===== config.mk =====
export PLATFORM = sky130hd
export DESIGN_NAME = instruction_decode_stage
export DESIGN_NICKNAME = d
export VERILOG_FILES = /design/src/rtl/instruction_decode_stage.sv
export SDC_FILE = /design/constraint.sdc
export NUM_CORES = 1
export LEC_CHECK = 0
export CELL_PAD_IN_SITES_DETAIL_PLACEMENT = 1
export CELL_PAD_IN_SITES_GLOBAL_PLACEMENT = 2
export CORE_UTILIZATION = 40
export DETAILED_ROUTE_END_ITERATION = 8
export PLACE_DENSITY_LB_ADDON = 0.1
export SLEW_MARGIN = 20
export SYNTH_ARGS = -nofsm -noshare
export SYNTH_HDL_FRONTEND = slang
export SYNTH_SLANG_ARGS = --single-unit

===== constraint.sdc =====
create_clock -name clk -period 8.55 [get_ports clk]
set_clock_uncertainty 0.15 [all_clocks]
set_input_delay 1.71 -clock clk [delete_from_list [all_inputs] [get_ports clk]]
set_output_delay 1.71 -clock clk [all_outputs]
set_load 0.02 [all_outputs]

===== src/rtl/instruction_decode_stage.sv =====
// rtl/instruction_decode_stage.sv - ARM pipeline decode stage: decode, register file, hazard unit, ID/EX register
module instruction_decode_stage #(
    parameter logic [31:0] NOP_INST = 32'hE2844000,
    parameter logic [31:0] REG_INIT = 32'h00000000
) (
    input  logic        clk,
    input  logic        reset,
    input  logic [31:0] instD,
    input  logic [31:0] pcF,
    input  logic        RegWriteW,
    input  logic [3:0]  WA3W,
    input  logic [31:0] WD3W,
    input  logic        PCSrcE,
    output logic        PCWrite,
    output logic        InstWrite,
    output logic        nop,
    output logic [31:0] RD1E,
    output logic [31:0] RD2E,
    output logic [31:0] ExtImmE,
    output logic [3:0]  RnE,
    output logic [3:0]  RmE,
    output logic [3:0]  WriteAddrE,
    output logic        RegWriteE,
    output logic        MemWriteE,
    output logic        MemtoRegE,
    output logic        ALUSrcE,
    output logic        BranchE,
    output logic        FlagWriteE,
    output logic [2:0]  ALUControlE,
    output logic [3:0]  CondE
);

    logic [31:0] r_rf [0:15];

    logic [1:0]  w_op;
    logic [3:0]  w_rn, w_rd, w_rm, w_ra1, w_ra2;
    logic [4:0]  w_rot;
    logic [31:0] w_imm32, w_rot_imm, w_ext_imm, w_rd1, w_rd2;
    logic        w_reg_write, w_mem_write, w_memto_reg, w_alu_src, w_branch, w_flag_write;
    logic [2:0]  w_alu_ctrl;
    logic        w_use_rn, w_use_ra2, w_loaduse, w_bubble;

    assign w_op      = instD[27:26];
    assign w_rn      = instD[19:16];
    assign w_rd      = instD[15:12];
    assign w_rm      = instD[3:0];
    assign w_rot     = {instD[11:8], 1'b0};
    assign w_imm32   = {24'b0, instD[7:0]};
    assign w_rot_imm = (w_imm32 >> w_rot) | (w_imm32 << (6'd32 - {1'b0, w_rot}));

    always_comb begin
        w_reg_write  = 1'b0;
        w_mem_write  = 1'b0;
        w_memto_reg  = 1'b0;
        w_alu_src    = 1'b0;
        w_branch     = 1'b0;
        w_flag_write = 1'b0;
        w_alu_ctrl   = 3'b000;
        w_ext_imm    = 32'b0;
        w_ra1        = w_rn;
        w_ra2        = w_rm;
        w_use_rn     = 1'b0;
        w_use_ra2    = 1'b0;
        case (w_op)
            2'b00: begin
                w_use_rn     = 1'b1;
                w_use_ra2    = ~instD[25];
                w_alu_src    = instD[25];
                w_ext_imm    = instD[25] ? w_rot_imm : 32'b0;
                w_reg_write  = 1'b1;
                w_flag_write = instD[20];
                case (instD[24:21])
                    4'b0100: w_alu_ctrl = 3'b000;
                    4'b0010: w_alu_ctrl = 3'b001;
                    4'b0000: w_alu_ctrl = 3'b010;
                    4'b1100: w_alu_ctrl = 3'b011;
                    4'b1101: w_alu_ctrl = 3'b100;
                    4'b1010: begin
                        w_alu_ctrl  = 3'b001;
                        w_reg_write = 1'b0;
                    end
                    default: begin
                        w_reg_write  = 1'b0;
                        w_flag_write = 1'b0;
                        w_use_rn     = 1'b0;
                        w_use_ra2    = 1'b0;
                    end
                endcase
            end
            2'b01: begin
                w_use_rn   = 1'b1;
                w_use_ra2  = ~instD[20];
                w_ra2      = w_rd;
                w_alu_src  = 1'b1;
                w_ext_imm  = {20'b0, instD[11:0]};
                w_alu_ctrl = instD[23] ? 3'b000 : 3'b001;
                if (instD[20]) begin
                    w_reg_write = 1'b1;
                    w_memto_reg = 1'b1;
                end else begin
                    w_mem_write = 1'b1;
                end
            end
            2'b10: begin
                // Branch target is computed in EX as PC + offset, so operand A is R15.
                w_branch  = 1'b1;
                w_ra1     = 4'd15;
                w_alu_src = 1'b1;
                w_ext_imm = {{6{instD[23]}}, instD[23:0], 2'b00};
            end
            default: ;
        endcase
        if (instD == NOP_INST) begin
            w_reg_write  = 1'b0;
            w_flag_write = 1'b0;
            w_use_rn     = 1'b0;
            w_use_ra2    = 1'b0;
        end
    end

    always_ff @(posedge clk or negedge reset) begin
        if (!reset) begin
            for (int i = 0; i < 16; i++) r_rf[i] <= REG_INIT;
        end else if (RegWriteW && (WA3W != 4'd15)) begin
            r_rf[WA3W] <= WD3W;
        end
    end

    assign w_rd1 = (w_ra1 == 4'd15) ? pcF + 32'd4 : r_rf[w_ra1];
    assign w_rd2 = (w_ra2 == 4'd15) ? pcF + 32'd4 : r_rf[w_ra2];

    assign w_loaduse = MemtoRegE & ((w_use_rn  & (WriteAddrE == w_rn)) |
                                    (w_use_ra2 & (WriteAddrE == w_ra2)));
    assign w_bubble  = w_loaduse | PCSrcE;
    // A flush discards the stalled instruction anyway, so it overrides the stall.
    assign PCWrite   = ~reset | PCSrcE | ~w_loaduse;
    assign InstWrite = ~reset | PCSrcE | ~w_loaduse;
    assign nop       = reset & PCSrcE;

    always_ff @(negedge clk or negedge reset) begin
        if (!reset) begin
            RD1E        <= 32'b0;
            RD2E        <= 32'b0;
            ExtImmE     <= 32'b0;
            RnE         <= 4'b0;
            RmE         <= 4'b0;
            WriteAddrE  <= 4'b0;
            RegWriteE   <= 1'b0;
            MemWriteE   <= 1'b0;
            MemtoRegE   <= 1'b0;
            ALUSrcE     <= 1'b0;
            BranchE     <= 1'b0;
            FlagWriteE  <= 1'b0;
            ALUControlE <= 3'b0;
            CondE       <= 4'b0;
        end else begin
            RD1E        <= w_rd1;
            RD2E        <= w_rd2;
            ExtImmE     <= w_ext_imm;
            RnE         <= w_ra1;
            RmE         <= w_ra2;
            WriteAddrE  <= w_rd;
            RegWriteE   <= w_reg_write & ~w_bubble;
            MemWriteE   <= w_mem_write & ~w_bubble;
            MemtoRegE   <= w_memto_reg & ~w_bubble;
            ALUSrcE     <= w_alu_src;
            BranchE     <= w_branch & ~w_bubble;
            FlagWriteE  <= w_flag_write & ~w_bubble;
            ALUControlE <= w_alu_ctrl;
            CondE       <= instD[31:28];
        end
    end

endmodule


* Word level (Yosys, flattened, before mapping)
Cells that the tools add are included.
Widths: inputs -> output; s select.
** Storage, ports and cells
- Bits in latches :: 0
- Memory bits (read-only) :: 0
- Memories kept :: 0
- Register bits :: 633
- Output and inout bits :: 124
- Memory bits (writable) :: 0
- Logic and storage cells :: 117
** Cells by class
- Bitwise operators :: 22
- Mux-type cells :: 36
- Div/mod/pow operators :: 0
- $add $sub $neg :: 2
- Order comparisons :: 4
- Reduce and logical (&&, ||, !) cells :: 8
- $mul :: 0
- Shift operators :: 2
- Equal/unequal tests :: 13
** Operator list (count)
- $bwmux 512 :: 1
- $bmux 32 s4 :: 2
- $mux 32 :: 8
- $demux 32 s4 :: 1
- $pmux 32 s3 :: 1
- $add 32x3->32 const B :: 1
- $eq 32x32->1 const B :: 1
- $or 32x32->32 :: 1
- $shl 8x6->32 :: 1
- $shr 8x5->32 :: 1
- $eq 4x4->1 const B :: 5
- $ge 5x5->1 const B :: 3
- $mux 1 :: 15
- $not 4->5 :: 3
- $pmux 3 s4 :: 1
- $and 1x1->1 :: 9
- $eq 4x4->1 :: 2
- $mux 4 :: 2
- $pmux 1 s2 :: 4
- $pmux 3 s2 :: 1
- $reduce_or 6->1 :: 1
- $sub 6x5->6 const A :: 1
- $lt 5x1->1 const B :: 1
- $not 1->1 :: 5
- 11 further kinds :: 16

* Depth between registers and ports, before layout
Gate-level depths: netlist of run 1.
- Word-level depth :: 11
- Mapped depth :: 11
- Gate-level depth less buffers :: 10

==> results.toml, run 1 <==
[min_path]
hold_depth = 0
holdCritPathClass = "reg -> reg"
hold_start = "r_rf[30]$_DFFE_PN0P_"
capture_endpoint_of_the_worst_hold_path = "r_rf[30]$_DFFE_PN0P_"

[detailed_routing]
routed.top_layer = "met5"
drcViolationCount = 0
drtPass1Iterations = 8
detail_route.wl_per_cell_microns = 30.0
wl_microns = 133000
met3RoutedLength_microns = 7870
drt_first_iter_violations = 2408
met2WireLength_microns = 62000
vias_per_cell = 6.19
wl_met1_microns = 57800
drt.antenna.violating_nets = 0
vias_after_detailed_routing = 27400

[floorplanning]
floorplan.die_area_sq_um = 80500
floorplan.initialDensity_pct = 40.7
rows = 102
dieWidth_microns = 284
die_h_microns = 284
io_pins = 228
core_region_area_sq_um = 78000

[place]
final_estimated_routing_congestion_in_global_placement = 0.911
hpwl_microns = 86000
numPlacedInstances = 4291
placedInstanceArea_sq_um = 37600
placement.setup.worst_slack_ns = -0.626
buffers_added_on_ports = 227

[yosys]
postSynthNetCount = 3074
synth_sequential_area_ratio_pct = 47.6
postSynth.topFlopCell = "sky130_fd_sc_hd__dfrtp_1"
yosys_warnings = 0
synth_top_area_share_pct = 38.1
asyncSetResetFlopFracSynth_pct = 100
synth_area_sq_um = 31700
syn_inst = 2964
netlist-cell-type-count = 70
synth-edff-count = 0
yosys-top-cells-area = "sky130_fd_sc_hd__dfrtp_1, sky130_fd_sc_hd__mux2_2, sky130_fd_sc_hd__dfrtn_1"
synth.ff_latch_count = 604
post_synth_most_frequent_cells = "sky130_fd_sc_hd__mux2_2, sky130_fd_sc_hd__dfrtp_1, sky130_fd_sc_hd__nand2_1, sky130_fd_sc_hd__clkbuf_1, sky130_fd_sc_hd__mux2i_1"
yosysMostFrequentCell = "sky130_fd_sc_hd__mux2_2"
mean_area_per_synthesized_cell_sq_um = 10.7
synthDominantAreaCellType = "sky130_fd_sc_hd__dfrtp_1"

[clock_network]
clk_pin_slew_worst_paths_ns = 0.05
ctsLongestPathBuffers = 3
cts-buffers-inserted = 72
clkSinkCount = 604
cts_tree = "yes"
clockRootBuffer = "sky130_fd_sc_hd__clkbuf_16"
clock_latency_ns = 0.63
htree_num_levels = 3

[critical_path]
r2r-start = "r_rf[396]$_DFFE_PN0P_"
crit_chain = "xor2_1 -> nor4_2 -> o21ai_1 -> a21o_1 -> or4b_4 -> buf_2"
cp_slowest_stage_delay_ns = 0.49
timing.rr.end = "RD2E[12]$_DFF_NN0_"
critPathMaxFanout = 2
setup.reg_to_reg.worst_slack_ns = 2.17
critical_path_required_ns = 6.69
setup.worst_path.start_class = "flop"
critPathArrivalTime_ns = 6.66
crit_slowest_cell = "sky130_fd_sc_hd__or4b_4"
reg2regPathDepth = 6
crit_path_end_kind = "output port"
setup.worst_path.class = "reg -> out"

[power_and_ir_drop]
peak_ir_drop_on_the_vdd_network_uv = 148
power.leakage_uw = 0.0171
power_per_cell_area_nw_per_um2 = 234

[timing]
timing.final.max_slew_violations = 0
finalWorstSetupSlack_ns = 0.0338
relSlewSlack_pct = 34.9
hold-worst-slack_ns = 0.231
timing_worst_slew_pin_value_ns = 0.976
rsz0062_at_grt = "true"
final-setup-viol-count = 0
finalHoldViolations = 0

[global_route]
pin_count_of_the_biggest_net_entering_global_routing = 96
grt.total_usage_pct = 32.8
globalRoute.totalOverflow = 0
grt_first_pass_wirelength_microns = 198000
via_count_of_the_first_global_routing_pass = 29300
antenna_found_initial = 2

[cells_and_area]
design_area_sq_um = 40000
final_net_count = 3437
multi_input_gate_area_in_the_final_layout_sq_um = 15600
filler_cell_count = 8183
final_layout_size_suffix_gt1_share_pct = 29.2
final-instance-count-excl-fill = 4427
layout.area.seq_sq_um = 15100
syn2layout_area_growth_pct = 26.0

[run]
drv_cap = 0

[outcome]
outcome = "complete, no violations"
-- metal layers --
layer | track usage (%) | up-vias
li1 | - | 11600
met1 | 44.7 | 14400
met2 | 52.2 | 1033
met3 | 5.18 | 289
met4 | 12.8 | 2
met5 | 0 | -
-- metrics by stage --
stage	setup TNS (ns)	utilization [%]	total power (uW)
after floorplan	0	-	5140
after global placement	-18.30	48.2	6090
after detailed placement	-21.00	48.2	6200
after CTS	-0.00338	51.3	9380
after global routing	-0.145	51.3	9740
final	0	51.3	9350
-- power by group --
| part | switching [uW] | internal (uW) |
|---|---|---|
| Combinational | 1120 | 1110 |
| Clock | 1280 | 1870 |
| Sequential | 496 | 3470 |
-- timing repair --
item | in CTS | in global routing
setup endpoints to repair | 3 | 18
pin swaps | 1 | 0
gates resized for setup | 12 | 3
hold buffers | 0 | 0
setup buffers | 2 | 0
gates cloned | 0 | 0
-- area by class of cell --
class / instances / area share, %
multi-input combinational: 2060 / 38.9
sequential: 604 / 37.8
timing repair buffer: 565 / 13.9
clock buffer: 114 / 5.35
tap: 1040 / 3.25
clock inverter: 18 / 0.585
inverter: 24 / 0.241
antenna: 2 / 0.0125
-- flip-flops by register name, indices dropped and copies added, names as in the netlist --
register and cells:
r_rf 483, ExtImmE 32, RD1E 32, RD2E 32, CondE 4, RmE 4
RnE 4, WriteAddrE 4, ALUControlE 3, ALUSrcE 1, BranchE 1, FlagWriteE 1
MemWriteE 1, MemtoRegE 1, RegWriteE 1
-- worst max-delay path by stage --
stage | from | endpoint | depth (start not counted)
floorplan | instD[8] | ExtImmE[6]$_DFF_NN0_ | 9
global placement | instD[27] | RD2E[18]$_DFF_NN0_ | 11
detailed placement | instD[27] | RD2E[18]$_DFF_NN0_ | 11
CTS | WriteAddrE[1]$_DFF_NN0_ | PCWrite | 6
global route | WriteAddrE[1]$_DFF_NN0_ | PCWrite | 6
finish | WriteAddrE[1]$_DFF_NN0_ | PCWrite | 6
-- critical path: cells and delay by family (launching register included) --
kind            cells  cell delay [ns]
xor+xnor            1             0.15
flops               1             0.35
simple gates        2             0.82
buf+inv             1             0.18
compound gates      2             0.29
-- placed cells by master (no fill, tap or decap), types with 43 or more instances in the layout --
cell / n
sky130_fd_sc_hd__mux2_2: 484
sky130_fd_sc_hd__dfrtp_1: 483
sky130_fd_sc_hd__nand2_1: 449
sky130_fd_sc_hd__buf_4: 280
sky130_fd_sc_hd__clkdlybuf4s50_1: 221
sky130_fd_sc_hd__mux2i_1: 164
sky130_fd_sc_hd__dfrtn_1: 121
sky130_fd_sc_hd__nand3_1: 97
sky130_fd_sc_hd__o221ai_1: 92
sky130_fd_sc_hd__a21oi_1: 79
sky130_fd_sc_hd__nor2_1: 76
sky130_fd_sc_hd__clkbuf_16: 73
sky130_fd_sc_hd__o22ai_1: 62
sky130_fd_sc_hd__buf_12: 60
sky130_fd_sc_hd__a31oi_1: 59
sky130_fd_sc_hd__o21ai_0: 57
sky130_fd_sc_hd__and3_1: 43
-- cell families after synthesis --
kind of cell               after synthesis  share of synthesized area [%]
DFF                                    604                           47.6
adders and majority gates                6                          0.236
muxes                                  670                           23.8
AOI/OAI and AO/OA                      534                           12.0
buffers and inverters                  300                           3.93
xor gates and xnor gates                37                           1.02
and+or+nand+nor                        813                           11.5
(Power assumes the default switching activity.)
==> inputs of run 2 (changes only) <==
--- a/config.mk
+++ b/config.mk
@@ -5,10 +5,13 @@
 export SDC_FILE = /design/constraint.sdc
 export NUM_CORES = 1
 export LEC_CHECK = 0
+export ABC_AREA = 1
 export CELL_PAD_IN_SITES_DETAIL_PLACEMENT = 1
 export CELL_PAD_IN_SITES_GLOBAL_PLACEMENT = 2
-export CORE_UTILIZATION = 40
+export CORE_UTILIZATION = 37
+export CTS_CLUSTER_DIAMETER = 40
 export DETAILED_ROUTE_END_ITERATION = 8
+export GPL_TIMING_DRIVEN = 0
 export PLACE_DENSITY_LB_ADDON = 0.1
 export SLEW_MARGIN = 20
 export SYNTH_ARGS = -nofsm -noshare
==> results.toml, run 2 <==
[outcome]
outcome = "finished with violations"
violations = "negative setup slack"

[clock_network]
clk_pin_slew_worst_paths_ns = 0.04
clkSinkCount = 627
ctsLongestPathBuffers = 3
cts_tree = "yes"
clock_latency_ns = 0.75
cts-buffers-inserted = 138
holdBufCountCts = 0
htree_num_levels = 4
clockRootBuffer = "sky130_fd_sc_hd__clkbuf_16"

[yosys]
mean_area_per_synthesized_cell_sq_um = 7.01
combinational_family_with_the_most_area_after_synthesis = "simple AND/OR/NAND/NOR gates"
postSynthNetCount = 5088
yosys-top-cells-area = "sky130_fd_sc_hd__dfrtp_1, sky130_fd_sc_hd__nand2_1, sky130_fd_sc_hd__o21ai_0"
yosysMostFrequentCell = "sky130_fd_sc_hd__nand2_1"
synth_area_sq_um = 34900
post_synthesis_compound_gate_area_fraction_pct = 15.4
postSynth.topFlopCell = "sky130_fd_sc_hd__dfrtp_1"
synth-edff-count = 0
synthAdderAreaFrac_pct = 0.215
post_synth_most_frequent_cells = "sky130_fd_sc_hd__nand2_1, sky130_fd_sc_hd__o21ai_0, sky130_fd_sc_hd__inv_1, sky130_fd_sc_hd__dfrtp_1, sky130_fd_sc_hd__nand3_1"
syn_inst = 4978
asyncSetResetFlopFracSynth_pct = 100
synth_top_area_share_pct = 36.3
yosys_warnings = 0
synth.mux.area_fraction_pct = 0.0573
synthDominantAreaCellType = "sky130_fd_sc_hd__dfrtp_1"
netlist-cell-type-count = 40
synth-xor-area-share_pct = 0.502
synth_sequential_area_ratio_pct = 44.9
synth.ff_latch_count = 627
synth-simple-area-share_pct = 27.5

[floorplanning]
floorplan.die_area_sq_um = 95600
die_h_microns = 309
floorplan.initialDensity_pct = 37.4
rows = 112
io_pins = 228
dieWidth_microns = 309
core_region_area_sq_um = 93300

[place]
final_estimated_routing_congestion_in_global_placement = 1.00
hpwl_microns = 148000
numPlacedInstances = 6463
buffers_added_on_ports = 224

[timing]
timing_worst_slew_pin_value_ns = 1.22
final-setup-viol-count = 6
rsz0062_at_grt = "true"
timing.final.max_slew_violations = 0
setup-tns-final_ns = -0.194
finalWorstSetupSlack_ns = -0.0921
finalHoldViolations = 0
relSlewSlack_pct = 19.0

[global_route]
grt.total_usage_pct = 41.9
grt_first_pass_wirelength_microns = 282000
via_count_of_the_first_global_routing_pass = 38200
pin_count_of_the_biggest_net_entering_global_routing = 94
antenna_found_initial = 8
globalRoute.totalOverflow = 0

[cells_and_area]
largest-register = "r_rf"
final_net_count = 5467
number_of_flip_flops_in_the_largest_register = 506
mostFrequentLayoutCells = "sky130_fd_sc_hd__nand2_1, sky130_fd_sc_hd__o21ai_0, sky130_fd_sc_hd__inv_1"
most_common_cell_after_layout_fill_and_taps_aside = "sky130_fd_sc_hd__nand2_1"
filler_cell_count = 11800
final_layout_size_suffix_gt1_share_pct = 9.17
syn2layout_area_growth_pct = 26.0
final-instance-count-excl-fill = 6729

[critical_path]
critPathArrivalTime_ns = 4.82
cp_slowest_stage_delay_ns = 0.53
critical_path.top_delay_family = "simple AND/OR/NAND/NOR gates"
crit_slowest_cell = "sky130_fd_sc_hd__clkdlybuf4s50_1"
crit_path_end_kind = "flop"
setup.worst_path.class = "in -> reg"
critPathMaxFanout = 10
worstPathBufferInverterCount = 5
setup.worst_path.start_class = "input port"
crit_chain = "clkdlybuf4s50_1 -> inv_1 -> ha_1 -> buf_6 -> nand2_1 -> nand2_1 -> buf_2 -> nor2_2 -> buf_4 -> nand2_1 -> nand3_1 -> nor2_1 -> nor2_1"
critical_path_required_ns = 4.73
setup.reg_to_reg.worst_slack_ns = 2.31
cp_common_cell = "sky130_fd_sc_hd__nand2_1"

[power_and_ir_drop]
power_per_cell_area_nw_per_um2 = 275
seq_power_share_pct = 32.3
clock_power_share_pct = 46.2
peak_ir_drop_on_the_vdd_network_uv = 169
internal_power_uw = 8010
power.share.switching_pct = 33.7
comb_power_share_pct = 21.4
switching_power_uw = 4070
power.leakage_uw = 0.0213

[detailed_routing]
drt_first_iter_violations = 4206
detail_route.wl_per_cell_microns = 29.8
wl_microns = 200000
drtPass1Iterations = 5
drt.antenna.violating_nets = 0
vias_after_detailed_routing = 38400
vias_per_cell = 5.71
drcViolationCount = 0

[run]
drv_cap = 0

[min_path]
holdCritPathClass = "reg -> reg"
[run 2: cell count changes after synthesis, moves of 122 or more]
cell                      previous run  this run
sky130_fd_sc_hd__nor2_1             87       351
sky130_fd_sc_hd__nand2_1           451      1534
sky130_fd_sc_hd__inv_1              21       552
sky130_fd_sc_hd__a21oi_1            80       202
sky130_fd_sc_hd__mux2_2            484         0
sky130_fd_sc_hd__mux2i_1           164         2
sky130_fd_sc_hd__o21ai_0            58       688
sky130_fd_sc_hd__nand3_1            97       424
[run 2: worst reg2reg max path, cell delays in order (launching register included)]
cell and delay (ns):
sky130_fd_sc_hd__dfrtp_1 0.34, sky130_fd_sc_hd__inv_1 0.09, sky130_fd_sc_hd__a21oi_1 0.18, sky130_fd_sc_hd__o21ai_0 0.12, sky130_fd_sc_hd__nand3_1 0.12, sky130_fd_sc_hd__nand2_1 0.07
sky130_fd_sc_hd__nor2_1 0.33, sky130_fd_sc_hd__nor2_1 0.08, sky130_fd_sc_hd__nor2_1 0.37
[run 2: worst paths after layout]
path,startpoint,end,cells past startpoint
min reg2reg,r_rf[5]$_DFFE_PN0P_,r_rf[5]$_DFFE_PN0P_,1
max,instD[27],RD2E[7]$_DFF_NN0_,13
min,r_rf[5]$_DFFE_PN0P_,r_rf[5]$_DFFE_PN0P_,1
max in group asynchronous,reset,ExtImmE[21]$_DFF_NN0_,4
max reg2reg,r_rf[372]$_DFFE_PN0P_,RD1E[20]$_DFF_NN0_,8
min in group asynchronous,reset,r_rf[220]$_DFFE_PN0P_,1
[run 2: repair_timing]
item | 4_1_cts | 5_1_grt
setup endpoints to repair | 31 | 27
resized for setup | 33 | 53
setup buffers | 3 | 5
pin swaps | 1 | 2
[run 2: routing by layer]
metal | vias up | GRT usage (%) | part of all wire (%)
li1 | 16600 | - | -
met1 | 19100 | 54.1 | 40
met2 | 2098 | 63.1 | 43
met3 | 558 | 10.1 | 9.9
met4 | 10 | 25.7 | 6.8
met5 | - | 0 | 0.028
[run 2: area by class of cell]
type	instances	area (sq um)	area share, %
diodes	2	5.00	0.0114
plain buffers	371	1910	4.35
clock buffers	189	4040	9.18
clock inverters	67	781	1.78
inverters	571	2140	4.87
multi-input cells	3409	15300	34.9
flip-flops and latches	627	15700	35.7
well taps	1254	1570	3.57
repair buffers	239	2510	5.70
[run 2: kinds of logic (layout without fill, tap and decap cells)]
family / after synthesis / count (layout)
XOR/XNOR: 20 / 20
flip-flops: 627 / 627
AND/OR/NAND/NOR: 2364 / 2364
AO/OA/AOI/OAI: 1017 / 1017
other: 0 / 2
adder cells (fa/ha/maj): 6 / 6
multiplexers: 2 / 2
buffers and inverters: 942 / 1437
[run 2: power groups by stage]
stage / logic, uW / registers, uW / clock network [uW]
floorplan: 1310 / 3900 / 0
global placement: 2410 / 3930 / 0
detailed placement: 2470 / 3920 / 0
CTS: 2500 / 3890 / 5600
global route: 2790 / 3960 / 5740
finish: 2590 / 3910 / 5590
[run 2: metrics by stage]
step | setup slack [ns] | utilization (%) | total power, uW | instance area (sq um) | hold WS [ns]
after floorplan | 0.649 | - | 5210 | 34900 | 0.274
after global placement | -28.19 | 41.5 | 6340 | 38700 | 0.285
after detailed placement | -1.10 | 41.7 | 6400 | 38900 | 0.297
after CTS | 0.00123 | 47.0 | 12000 | 43800 | 0.306
after global routing | -0.00484 | 47.1 | 12500 | 44000 | 0.314
final | -0.0921 | 47.1 | 12100 | 44000 | 0.306
